--- config.mk ---
export PLATFORM = sky130hd
export DESIGN_NAME = exec_unit
export DESIGN_NICKNAME = d
export VERILOG_FILES = /design/src/rtl/exec_unit.sv
export SDC_FILE = /design/constraint.sdc
export NUM_CORES = 1
export LEC_CHECK = 0
export BUFFER_PORTS_ARGS = -buffer_cell sky130_fd_sc_hd__buf_2
export CAP_MARGIN = 25
export CORE_ASPECT_RATIO = 1.1
export CORE_MARGIN = 2
export CORE_UTILIZATION = 52
export DETAILED_ROUTE_END_ITERATION = 12
export GPL_TIMING_DRIVEN = 1
export PLACE_DENSITY = 0.78
export SYNTH_ARGS = -nofsm -noshare
export SYNTH_HDL_FRONTEND = slang
export SYNTH_SLANG_ARGS = --single-unit
--- constraint.sdc ---
create_clock -name clk -period 2.3 [get_ports clk]
set_clock_uncertainty 0.2 [all_clocks]
set_input_delay 0.115 -clock clk [delete_from_list [all_inputs] [get_ports clk]]
set_output_delay 0.115 -clock clk [all_outputs]
set_load 0.005 [all_outputs]
--- src/rtl/exec_unit.sv ---
// exec_unit: small multi-cycle ALU feeding a register-file write port and a
// carry-register write port. Single-cycle ADD/SUB/logic ops, bit-serial
// shifts and an optional shift-add multiplier.
// Build option: define ALU_MUL_EN to include the multiplier; without it op 7
// is accepted as a no-op that produces a WB cycle with both strobes low.
//
// state   | meaning
// --------+---------------------------------------------------------------
// ST_IDLE | waiting for an operation, in_ready high
// ST_CALC | iterating a shift or multiply, cnt_q counts remaining steps
// ST_WB   | one-cycle write-back, may accept the next operation
module exec_unit #(
   parameter int reg_width = 8,
   parameter int num_regs  = 12
) (
   input  logic                        clk,
   input  logic                        reset,
   input  logic                        in_valid,
   output logic                        in_ready,
   input  logic [2:0]                  op,
   input  logic [reg_width-1:0]        rs_val,
   input  logic [reg_width-1:0]        rt_val,
   input  logic [$clog2(num_regs)-1:0] rd_addr,
   output logic [$clog2(num_regs)-1:0] wb_rd_addr,
   output logic [reg_width-1:0]        wb_rd_in,
   output logic                        wb_reg_write,
   output logic [reg_width-1:0]        wb_car_in,
   output logic                        wb_car_write,
   output logic                        busy
);

   localparam int addr_w = $clog2(num_regs);
   localparam int cnt_w  = $clog2(reg_width + 8);

   localparam logic [2:0] OP_ADD = 3'd0;
   localparam logic [2:0] OP_SUB = 3'd1;
   localparam logic [2:0] OP_AND = 3'd2;
   localparam logic [2:0] OP_OR  = 3'd3;
   localparam logic [2:0] OP_XOR = 3'd4;
   localparam logic [2:0] OP_SHL = 3'd5;
   localparam logic [2:0] OP_SHR = 3'd6;
   localparam logic [2:0] OP_MUL = 3'd7;

   typedef enum logic [1:0] {
      ST_IDLE = 2'd0,
      ST_CALC = 2'd1,
      ST_WB   = 2'd2
   } state_t;

   state_t               state;
   logic [2:0]           op_q;
   logic [reg_width-1:0] a_q;
   logic [addr_w-1:0]    rd_q;
   logic [cnt_w-1:0]     cnt_q;

   logic [reg_width:0]   sum_ext;
   logic [reg_width:0]   diff_ext;
   logic [2:0]           shamt;
   logic [reg_width-1:0] acc_res;
   logic [reg_width-1:0] acc_car;
   logic                 acc_carw;
   logic                 acc_calc;
   logic                 acc_nop;
   logic [cnt_w-1:0]     acc_cnt;
   logic [reg_width-1:0] shift_next;

`ifdef ALU_MUL_EN
   // a_q holds the running high half, mlo_q the low half / remaining multiplier
   logic [reg_width-1:0] mcand_q;
   logic [reg_width-1:0] mlo_q;
   logic [reg_width:0]   mul_sum;
   logic [reg_width-1:0] mhi_next;
   logic [reg_width-1:0] mlo_next;

   // one shift-add step: add multiplicand if multiplier LSB set, shift product right
   always_comb begin
      mul_sum  = {1'b0, a_q} + (mlo_q[0] ? {1'b0, mcand_q} : '0);
      mhi_next = mul_sum[reg_width:1];
      mlo_next = {mul_sum[0], mlo_q[reg_width-1:1]};
   end
`endif

   // decode of the offered operation: single-cycle result or iteration setup
   always_comb begin
      sum_ext  = {1'b0, rs_val} + {1'b0, rt_val};
      diff_ext = {1'b0, rs_val} - {1'b0, rt_val};
      shamt    = rt_val[2:0];
      acc_res  = '0;
      acc_car  = '0;
      acc_carw = 1'b0;
      acc_calc = 1'b0;
      acc_nop  = 1'b0;
      acc_cnt  = cnt_w'(shamt);
      case (op)
         OP_ADD: begin
            acc_res  = sum_ext[reg_width-1:0];
            acc_car  = reg_width'(sum_ext[reg_width]);
            acc_carw = 1'b1;
         end
         OP_SUB: begin
            // the borrow out of the extended subtraction is exactly rs < rt
            acc_res  = diff_ext[reg_width-1:0];
            acc_car  = reg_width'(diff_ext[reg_width]);
            acc_carw = 1'b1;
         end
         OP_AND: acc_res = rs_val & rt_val;
         OP_OR:  acc_res = rs_val | rt_val;
         OP_XOR: acc_res = rs_val ^ rt_val;
         OP_SHL, OP_SHR: begin
            // a zero shift amount completes like any single-cycle op
            acc_res  = rs_val;
            acc_calc = (shamt != 3'd0);
         end
         default: begin
`ifdef ALU_MUL_EN
            acc_calc = 1'b1;
            acc_cnt  = cnt_w'(reg_width);
`else
            acc_nop  = 1'b1;
`endif
         end
      endcase
   end

   // one-bit logical shift step for the iterating shift
   always_comb begin
      shift_next = (op_q == OP_SHL) ? (a_q << 1) : (a_q >> 1);
   end

   // FSM, operand latches and registered write-back outputs
   always_ff @(posedge clk) begin
      if (reset) begin
         state        <= ST_IDLE;
         op_q         <= '0;
         a_q          <= '0;
         rd_q         <= '0;
         cnt_q        <= '0;
         wb_rd_addr   <= '0;
         wb_rd_in     <= '0;
         wb_reg_write <= 1'b0;
         wb_car_in    <= '0;
         wb_car_write <= 1'b0;
`ifdef ALU_MUL_EN
         mcand_q      <= '0;
         mlo_q        <= '0;
`endif
      end else begin
         wb_reg_write <= 1'b0;
         wb_car_write <= 1'b0;
         case (state)
            ST_CALC: begin
               cnt_q <= cnt_q - 1'b1;
               a_q   <= shift_next;
`ifdef ALU_MUL_EN
               if (op_q == OP_MUL) begin
                  a_q   <= mhi_next;
                  mlo_q <= mlo_next;
               end
`endif
               if (cnt_q == cnt_w'(1)) begin
                  state        <= ST_WB;
                  wb_rd_addr   <= rd_q;
                  wb_reg_write <= (rd_q != '0);
                  wb_rd_in     <= shift_next;
`ifdef ALU_MUL_EN
                  if (op_q == OP_MUL) begin
                     wb_rd_in     <= mlo_next;
                     wb_car_in    <= mhi_next;
                     wb_car_write <= 1'b1;
                  end
`endif
               end
            end
            default: begin
               // IDLE and WB both accept; an unused encoding behaves as IDLE
               if (in_valid) begin
                  op_q  <= op;
                  a_q   <= rs_val;
                  rd_q  <= rd_addr;
                  cnt_q <= acc_cnt;
`ifdef ALU_MUL_EN
                  mcand_q <= rs_val;
                  mlo_q   <= rt_val;
                  if (op == OP_MUL) a_q <= '0;
`endif
                  if (acc_calc) begin
                     state <= ST_CALC;
                  end else begin
                     state <= ST_WB;
                     if (!acc_nop) begin
                        wb_rd_addr   <= rd_addr;
                        wb_rd_in     <= acc_res;
                        wb_reg_write <= (rd_addr != '0);
                        if (acc_carw) begin
                           wb_car_in    <= acc_car;
                           wb_car_write <= 1'b1;
                        end
                     end
                  end
               end else begin
                  state <= ST_IDLE;
               end
            end
         endcase
      end
   end

   assign in_ready = (state != ST_CALC);
   assign busy     = (state != ST_IDLE);

endmodule

### Word level (Yosys, flattened, before mapping)

Index checks and enable logic that the tools add are counted.

* add/sub/neg operators: 3
* eq/ne operators: 12
* multiplexer cells: 29
* bitwise operators: 7
* reductions and logical operators: 14

Operators by type and width (number)
* $mux W8: 8
* $pmux W8 S6: 1
* $mux W4: 7
* $eq A3 B3 Y1 const B: 4
* $add A8 B8 Y9: 1
* $sub A8 B8 Y9: 1
* $and A8 B8 Y8: 1
* $mux W1: 8
* $mux W2: 4
* $or A8 B8 Y8: 1
* $reduce_bool A4 Y1: 2
* $xor A8 B8 Y8: 1
* $reduce_or A7 Y1: 1
* $eq A3 B2 Y1 const B: 2
* $reduce_bool A2 Y1: 3
* $reduce_and A5 Y1: 1
* $reduce_or A5 Y1: 1
* $eq A4 B1 Y1 const B: 1
* $ne A2 B1 Y1 const B: 2
* $not A1 Y1: 4
* $reduce_and A4 Y1: 1
* $reduce_or A2 Y1: 2
* $sub A4 B1 Y4 const B: 1
* $eq A3 B1 Y1 const B: 1
* 6 further kinds: 6

* register bits after elaboration: 43
* bits of input ports: 26
* output and inout bits: 24
* logic and storage cells: 75

### Logic depth before layout (Yosys ltp)

Gate-level depths: netlist of the first run.

* word-level depth: 7
* gate-level depth with buffers: 11
* depth with buffers taken out: 11

### Worst setup path after synthesis of the first run

Ideal clock, no wire load.

* path kind: input to register
* start: input port rs_val[0]
* end: register wb_rd_in[6]
* setup time: 0.091 ns
* arrival time: 1.887 ns
* data required time: 2.009 ns
* setup slack: 0.122 ns
* stages: 11
* buffers on the path: 0
* cell sequence: inv_1 > ha_1 > inv_1 > fa_1 > nand2b_1 > a21oi_1 > or2_2 > a21oi_1 > nand3_1 > a211o_1 > a311oi_1

* cells in the longest elaborated chain, start to end: 6
* elaborated cells on any way between the ends: 7
* those cells by class: add/sub: 2; mux: 5

RTL lines
* from (decl): RTL line 21 `input logic [reg_width-1:0] rs_val,`
* $sub A8 B8 Y9 / $add A8 B8 Y9 (equally long branches): RTL line 86, 85
* $pmux W8 S6 *: RTL line 94 `case (op)`
* $mux W8 *: RTL line 190 `if (!acc_nop) begin`
* $mux W8 *: RTL line 186 `if (acc_calc) begin`
* $mux W8 *: RTL line 176 `if (in_valid) begin`
* $mux W8 *: RTL line 150 `case (state)`
* to (signal assigned): RTL line 164 `wb_rd_in <= shift_next;`
* to (signal assigned): RTL line 192 `wb_rd_in <= acc_res;`
* to (decl): RTL line 25 `output logic [reg_width-1:0] wb_rd_in,`

Mark *: on every way between the ends. The rest lies on a longest branch, timed or not. The select of a mux whose other input is x is not followed.
A chain may end at the register's enable or synchronous reset.

### Final worst setup path of the first run

* start: input port rs_val[0]
* end: register wb_rd_in[2]

The elaborated chain is that of the path after synthesis.

==> impl_metrics.tcl, run 1 <==
set metrics [dict create \
    synth-edff-count 0 \
    hold_depth 4 \
    initial_core_util 0.542 \
    worstMarginPinSlew_ns 0.729 \
    final_util 0.651 \
    clkSlewWorstSetupHoldPaths_ns 0.07 \
    routed_wl_mm 7.44 \
    grt_pass1_vias 2874 \
    place_congestion 0.898 \
    core-area_um2 5430 \
    cts_sinks 36 \
    vias_per_cell 5.72 \
    ir_worst_vdd_mv 0.301 \
    setup_viol 0 \
    track_usage 0.252 \
    fin_area_um2 3530 \
    p_leak_nw 1.64 \
    hold_path_end "cnt_q[0]" \
    r2r-end "wb_rd_in[0]" \
    fin_crit_ns 2.15 \
    yosys_warnings 0 \
    vias 2984 \
    grt-ovfl-total 0 \
    ys_top_cells_by_count "50 x nand2_1, 36 x dfxtp_1, 35 x a21oi_1" \
    postCtsSetupBuffers 0 \
    maxCapViolCount 0 \
    required_ns 2.31 \
    syn_to_final_growth_pct 20.1 \
    clk_latency_ns 0.29 \
    nets 502 \
    post-route-period-util 0.934 \
    port_buffers 42 \
    yosysTopAreaCellShare 0.245 \
    power.density_nw_per_um2 520 \
    syn-cell-area_um2 2940 \
    cts_tree "built" \
    hold_class "in -> reg" \
    placed_cell_area_um2 3360 \
    outcome "completed" \
    cp-start-kind "input pin" \
    power_frac_seq 0.382 \
    r2r_slack_ns 0.31 \
    drt_iter0_drc 187 \
    clkPwrFrac 0.302 \
    yosys_register_bits 36 \
    crit_type "in -> reg" \
    drc 0 \
    h-tree-depth 2 \
    grt-busiest-layer "met2" \
    cts_buffers 5 \
    grt_pass1_wl_mm 12.8 \
    p_sw_mw 0.577 \
    slew_headroom 0.514 \
    ys_seq_area_frac 0.245 \
    reg2reg_depth 8 \
    ys.flop_type "dfxtp_1" \
    crit_arrival_ns 2.16 \
    clock.fmax_mhz 466 \
    syn-instance-count 384 \
    postSynthAreaPerCell_um2 7.66 \
    swShare 0.314 \
    num_rows 28 \
    reg2reg_from "state[0]" \
    p_int_mw 1.26 \
    antenna_found_initial 0 \
    synth_most_common_cell "nand2_1" \
    grt_max_degree 37 \
    drive_gt1_frac 0.235 \
    cts_root_buffer "clkbuf_8" \
    synth_cell_type_count 60 \
    wl_per_cell_um 14.2 \
    drv_slew 0 \
    synth.area.top_cells "dfxtp_1 24%, ha_1 12%, nand2_1 6.4%" \
    die_area_um2 6280 \
    grt_util_met1 0.328 \
    synth_top_area_cell "dfxtp_1" \
    io_pins 50 \
    async_reset_ff_frac 0 \
    fp.dieW_um 75.7 \
    hold_viol 0 \
    cp_max_fo 3 \
    clockBufferDepth 2 \
    rsz0062_at_grt "yes" \
    grtUsageMet3 0.0413 \
    pwr-share-comb 0.316 \
    firstDrtPassIters 5 \
    antenna_cells 0 \
    grt_use_met2 0.413 \
    pre_cts_slack_ns -0.125 \
    dp_hpwl_mm 5.52 \
    antenna_left 0 \
    dieHeight_um 82.9 \
    min_from "rt_val[0]" \
    setup_ws_ns 0.153 \
    tns_ns 0 \
    worstSetupEndpointType "register" \
]
[layout by cell type, fill, tap and decap left out, drive strengths merged, types with 3 or more instances in the layout]
master	n
buf	75
nand2	50
dfxtp	36
a21oi	35
nor2	34
inv	31
ha	28
o21ai	19
a211oi	10
nand3	9
mux2	7
conb	7
a311oi	7
mux2i	6
a31oi	6
clkbuf	6
nor2b	5
nor3	5
and3	5
dlygate4sd3	5
nand2b	4
o211ai	4
a221oi	3
a22oi	3
a21o	3
a32oi	3
or2	3
[how the worst max path moves through the flow]
stage                     startpoint          end  slack (ns)
final                      rs_val[0]  wb_rd_in[2]        0.15
after global routing       rs_val[0]  wb_rd_in[6]       0.004
after CTS                   state[0]  wb_rd_in[0]        0.14
after detailed placement   rs_val[0]  wb_rd_in[6]       -0.12
after global placement     rs_val[0]  wb_rd_in[6]       -0.11
after floorplan            rs_val[0]  wb_rd_in[6]        0.12
[worst max-delay path, stage by stage]
cell and delay, ns:
buf_2 0.09, buf_4 0.11, ha_1 0.21, inv_1 0.07, fa_1 0.38, nor2b_1 0.15
o21ai_0 0.13, o21ai_0 0.10, o22a_1 0.21, o221ai_1 0.25, a21oi_1 0.15, a211oi_2 0.21
[registers in the layout, indices dropped and copies added (netlist names)]
signal / count
state: 2
wb_rd_in: 8
wb_rd_addr: 4
wb_reg_write: 1
op_q: 3
wb_car_write: 1
rd_q: 4
wb_car_in: 1
a_q: 8
cnt_q: 4
[metrics by stage]
step	hold WS (ns)	power [mW]	instances
finish	0.00351	1.84	522
global route	0.0260	1.94	522
CTS	0.00282	1.83	522
detailed placement	0.195	1.27	509
global placement	0.184	1.26	509
floorplan	0.0510	1.09	390
[layer usage]
| layer | up-vias | part of all wire |
|---|---|---|
| li1 | 1458 | - |
| met1 | 1396 | 0.44 |
| met2 | 116 | 0.49 |
| met3 | 14 | 0.056 |
| met4 | 0 | 0.015 |
| met5 | - | 0 |
[final cells by class]
type | instances | area [um^2]
Clock buffer | 6 | 72.6
Inverter | 31 | 116
Multi-Input combinational cell | 292 | 1980
Sequential cell | 36 | 721
Timing Repair Buffer | 80 | 520
Clock inverter | 2 | 35.0
Fill cell | 480 | 1900
Tap cell | 75 | 93.8
[logic make-up after synthesis]
family	synth area share
compound gates	0.262
xor+xnor	0.0145
fa+ha+maj	0.133
buf+inv	0.0957
flops	0.245
mux	0.0548
other cells	0.00127
simple gates	0.194
[what timing repair did]
item                                    4_1_cts  5_1_grt
endpoints found under the setup margin        0        3
endpoints found under the hold margin        10        0
gates resized for setup                       0        4
hold buffers                                  5        0
[power by group through the flow]
| stage | clock (mW) | sequential, mW | combinational, mW |
|---|---|---|---|
| CTS | 0.562 | 0.702 | 0.568 |
| detailed placement | 0 | 0.715 | 0.558 |
| global placement | 0 | 0.714 | 0.548 |
| finish | 0.556 | 0.702 | 0.581 |
| floorplan | 0 | 0.713 | 0.373 |
| global route | 0.584 | 0.708 | 0.653 |
Note: power is estimated with default switching activity, not from simulation.
==> inputs of run 2 (changes only) <==
Settings changed: BUFFER_PORTS_ARGS -buffer_cell sky130_fd_sc_hd__buf_2 to -buffer_cell sky130_fd_sc_hd__buf_4.
==> run 2 against run 1 <==
Compared with the run above: sequential share of layout area shrank 0.34 points; critical path type unchanged; largest cell class unchanged; flip-flop and latch count is the same; global-route usage shrank 1.2 points; cell count shrank 0.57%.
==> impl_metrics.tcl, run 2 (synthesized netlist as in run 1, its figures left out) <==
set metrics [dict create \
    hold_class "in -> reg" \
    post-route-period-util 0.928 \
    r2r_slack_ns 0.22 \
    antenna_cells 0 \
    cp-start-kind "input pin" \
    cp_max_fo 2 \
    max_stage_delay_ns 0.37 \
    p_leak_nw 1.64 \
    reg2reg_from "state[0]" \
    track_usage 0.240 \
    fin_crit_ns 2.14 \
    clk_latency_ns 0.28 \
    grtUsageMet3 0.0291 \
    firstDrtPassIters 5 \
    cts_sinks 36 \
    power.density_nw_per_um2 488 \
    cts_buffers 5 \
    initial_core_util 0.542 \
    total_power_mw 1.75 \
    dieHeight_um 82.9 \
    worstSetupEndpointType "register" \
    rsz0062_at_grt "no" \
    clkSlewWorstSetupHoldPaths_ns 0.07 \
    setup_ws_ns 0.165 \
    crit_arrival_ns 2.14 \
    outcome "completed" \
    grt-busiest-layer "met2" \
    clock.fmax_mhz 468 \
    cts_root_buffer "clkbuf_8" \
    antenna_left 0 \
    nets 499 \
    postCtsSetupBuffers 0 \
    die_area_um2 6280 \
    num_rows 28 \
    path_cells "buf_4, inv_1, ha_1, inv_1, fa_1, nand2b_1, a21oi_1, or2_2, a21oi_2, nand3_1, a211o_1, a311oi_2" \
    syn_to_final_growth_pct 22.2 \
    grt_pass1_wl_mm 12.1 \
    dp_hpwl_mm 5.61 \
    pre_cts_slack_ns -0.145 \
    h-tree-depth 2 \
    core-area_um2 5430 \
    final_util 0.662 \
    fp.dieW_um 75.7 \
    drt_iter0_drc 174 \
    wl_per_cell_um 14.2 \
    setup_viol 0 \
    antenna_found_initial 0 \
    maxCapViolCount 0 \
    cp_slowest_cell "fa_1" \
    drc 0 \
    ir_worst_vdd_mv 0.252 \
    slew_headroom 0.646 \
    r2r-end "wb_rd_addr[0]" \
    drv_slew 0 \
    grt_max_degree 37 \
    required_ns 2.30 \
    min_from "rs_val[5]" \
    grt-ovfl-total 0 \
    grt_use_met2 0.403 \
    final_cell_mix "70 x buf_4, 50 x nand2_1, 36 x dfxtp_1" \
    routed_wl_mm 7.39 \
    grt_pass1_vias 2771 \
    cpMostUsedCell "inv_1" \
    startpoint "rs_val[0]" \
    vias_per_cell 5.63 \
    dp.cells 504 \
    grt_util_met1 0.309 \
    top_regs "a_q (8), wb_rd_in (8)" \
    final_common_cell "buf_4" \
    place_congestion 0.877 \
    finalNonFillerCells 519 \
    hold_viol 0 \
    crit_path_end "wb_rd_in[6]" \
    port_buffers 42 \
    worstMarginPinSlew_ns 0.523 \
    crit_type "in -> reg" \
    io_pins 50 \
    vias 2923 \
    reg2reg_depth 7 \
    cts_tree "built" \
    drive_gt1_frac 0.227 \
    clockBufferDepth 2 \
]
==> run 2: metal layers <==
metal	wire, um	up-vias
li1	-	1450
met1	3190	1351
met2	3680	109
met3	403	13
met4	121	0
met5	0	-
==> run 2: worst max-delay path, delay by kind of cell <==
kind	cells	cell delay, ns
AOI/OAI and AO/OA	4	0.71
adders and majority gates	2	0.55
buffers and inverters	3	0.24
and+or+nand+nor	3	0.52
==> run 2: worst min-delay path by stage <==
stage | to | slack, ns | cells past startpoint
floorplan | rd_q[0] | 0.05 | 2
global placement | rd_q[0] | 0.18 | 3
detailed placement | rd_q[0] | 0.20 | 3
CTS | a_q[6] | 0.03 | 3
global route | a_q[6] | 0.06 | 3
finish | a_q[5] | 0.04 | 3
==> run 2: repair_timing <==
| item | CTS | global route |
|---|---|---|
| gates resized for setup | 0 | 3 |
| hold buffers | 7 | 0 |
| hold endpoints to repair | 13 | 0 |
| endpoints found under the setup margin | 0 | 7 |
==> run 2: per-stage QoR <==
stage,cell area [um^2],TNS (ns),hold slack [ns]
2_1_floorplan,2970,0,0.0510
3_3_place_gp,3420,-0.123,0.184
3_5_place_dp,3420,-0.268,0.196
4_1_cts,3580,0,0.0261
5_1_grt,3590,0,0.0551
6_report,3590,0,0.0364
==> run 2: layout make-up <==
class,instances,area [um^2]
Inverter,31,116
Multi-Input combinational cell,292,1980
Sequential cell,36,721
Clock buffer,6,82.6
Tap cell,75,93.8
Clock inverter,2,10.0
Fill cell,480,1840
Timing Repair Buffer,77,596
==> run 2: report_power, final <==
part / internal (mW) / switching, mW / leakage [nW]
logic: 0.281 / 0.311 / 1.29
clock network: 0.239 / 0.219 / 0.0510
registers: 0.673 / 0.0305 / 0.297
total: 1.19 / 0.560 / 1.64
==> inputs of run 3 (changes only) <==
Settings changed: PLACE_DENSITY 0.78 to unset, PLACE_DENSITY_LB_ADDON set to 0.3.
==> run 3 against run 2 <==
Compared with the run above: final area shrank 0.59%; routed wire length shrank 1.0%; sequential power hardly changed; worst setup slack lost 0.086 ns; cell count shrank 0.19%; clock-buffer cell count fell by 1; register-to-register slack worse by 0.04 ns; sequential share of layout area is 0.12 points higher; flip-flop and latch count is the same.
==> impl_metrics.tcl, run 3 (synthesized netlist as in run 1, its figures left out) <==
set metrics [dict create \
    dp.cells 503 \
    clockBufferDepth 2 \
    die_area_um2 6280 \
    outcome "completed" \
    required_ns 2.31 \
    cts_tree "built" \
    place_congestion 0.884 \
    cts_root_buffer "clkbuf_8" \
    num_rows 28 \
    grt_use_met2 0.399 \
    grt-busiest-layer "met2" \
    crit_family "compound AO/OA/AOI/OAI gates" \
    finalNonFillerCells 518 \
    crit_arrival_ns 2.23 \
    io_pins 50 \
    grtUsageMet3 0.0340 \
    antenna_found_initial 0 \
    dieHeight_um 82.9 \
    hold_class "in -> reg" \
    h-tree-depth 2 \
    fin_crit_ns 2.22 \
    cts_buffers 5 \
    power.density_nw_per_um2 488 \
    rsz0062_at_grt "no" \
    dp_hpwl_mm 5.57 \
    fin_area_um2 3570 \
    placed_cell_area_um2 3410 \
    worstSetupEndpointType "register" \
    clkSlewWorstSetupHoldPaths_ns 0.08 \
    cp_slowest_cell "fa_1" \
    reg2reg_from "state[0]" \
    grt_pass1_vias 2741 \
    top_regs "a_q (8), wb_rd_in (8)" \
    core-area_um2 5430 \
    pre_cts_slack_ns -0.186 \
    r2r_slack_ns 0.18 \
    crit_type "in -> reg" \
    cts_sinks 36 \
    path_buf_inv 3 \
    grt_max_degree 37 \
    drc 0 \
    wl_per_cell_um 14.1 \
    grt_util_met1 0.319 \
    r2r-end "wb_rd_addr[0]" \
    initial_core_util 0.542 \
    port_buffers 42 \
    antenna_left 0 \
    slew_headroom 0.643 \
    hold_viol 0 \
    syn_to_final_growth_pct 21.4 \
    p_leak_nw 1.63 \
    drv_slew 0 \
    grt_pass1_wl_mm 12.1 \
    setup_viol 0 \
    fillCellCount 473 \
    maxCapViolCount 0 \
    final_common_cell "buf_4" \
    clk_latency_ns 0.29 \
    grt-ovfl-total 0 \
    setup_ws_ns 0.0785 \
    routed_wl_mm 7.31 \
    antenna_cells 0 \
    ir_worst_vdd_mv 0.294 \
    drive_gt1_frac 0.221 \
    vias_per_cell 5.57 \
    reg2reg_depth 7 \
    fp.dieW_um 75.7 \
    track_usage 0.239 \
    drt_iter0_drc 247 \
    vias 2885 \
    nets 498 \
    cp-start-kind "input pin" \
    max_stage_delay_ns 0.38 \
    clock.fmax_mhz 450 \
    cp_max_fo 3 \
    min_from "rs_val[6]" \
    worstMarginPinSlew_ns 0.527 \
    hold_depth 3 \
    path_cells "buf_4, buf_4, ha_1, inv_1, fa_1, nor2b_1, o21ai_0, o21ai_0, o22a_1, o221ai_1, a21oi_1, a211oi_2" \
    final_util 0.658 \
    firstDrtPassIters 4 \
    post-route-period-util 0.966 \
    hold_path_end "a_q[6]" \
    final_cell_mix "69 x buf_4, 50 x nand2_1, 36 x dfxtp_1" \
]
==> run 3: cell types whose count changed in the layout (fill, tap and decap cells not counted), sizes merged <==
cell	before	now
buf	70	69
clkinv	2	3
clkbuf	6	5
==> run 3: metal layers <==
layer | routed length (um) | part of all wire
met4 | 83 | 0.011
met3 | 420 | 0.057
met2 | 3530 | 0.48
met5 | 0 | 0
met1 | 3280 | 0.45
==> run 3: how the worst max path moves through the flow <==
stage / from / endpoint / slack, ns / cells past startpoint
after floorplan: rs_val[0] / wb_rd_in[6] / 0.12 / 11
after global placement: rs_val[0] / wb_rd_in[6] / -0.1 / 12
after detailed placement: rs_val[0] / wb_rd_in[6] / -0.19 / 12
after CTS: rs_val[0] / wb_rd_in[6] / 0.12 / 12
after global routing: state[0] / wb_rd_addr[1] / 0.01 / 7
final: rs_val[0] / wb_rd_in[2] / 0.08 / 12
==> run 3: final cells by class <==
class	count	area, um^2	share of cell area
clock buffer	5	68.8	0.0193
clock inverter	3	18.8	0.00525
inverter	31	116	0.0326
multi-input combinational	292	1970	0.550
sequential	36	721	0.202
tap	75	93.8	0.0263
timing repair buffer	76	588	0.165
==> run 3: what timing repair did <==
item,CTS,global route
resized for setup,0,2
hold buffers,7,0
hold endpoints to repair,12,0
setup buffers,0,0
setup endpoints to repair,0,1
==> run 3: per-stage QoR <==
stage	power, mW	hold slack [ns]	setup TNS [ns]
2_1_floorplan	1.09	0.0510	0
3_3_place_gp	1.27	0.186	-0.118
3_5_place_dp	1.28	0.191	-0.320
4_1_cts	1.74	0.0248	0
5_1_grt	1.84	0.0497	0
6_report	1.74	0.0287	0
==> run 3: tightest hold or removal path, delay by kind of cell <==
kind	cells	cell delay, ns
buf+inv	1	0.14
compound gates	1	0.09
mux	1	0.13
==> run 3: report_power, final <==
group / switching [mW] / leakage [nW] / internal [mW] / total, mW
clock: 0.244 / 0.0479 / 0.211 / 0.455
combinational: 0.310 / 1.29 / 0.278 / 0.588
sequential: 0.0293 / 0.297 / 0.673 / 0.702
total: 0.583 / 1.63 / 1.16 / 1.74
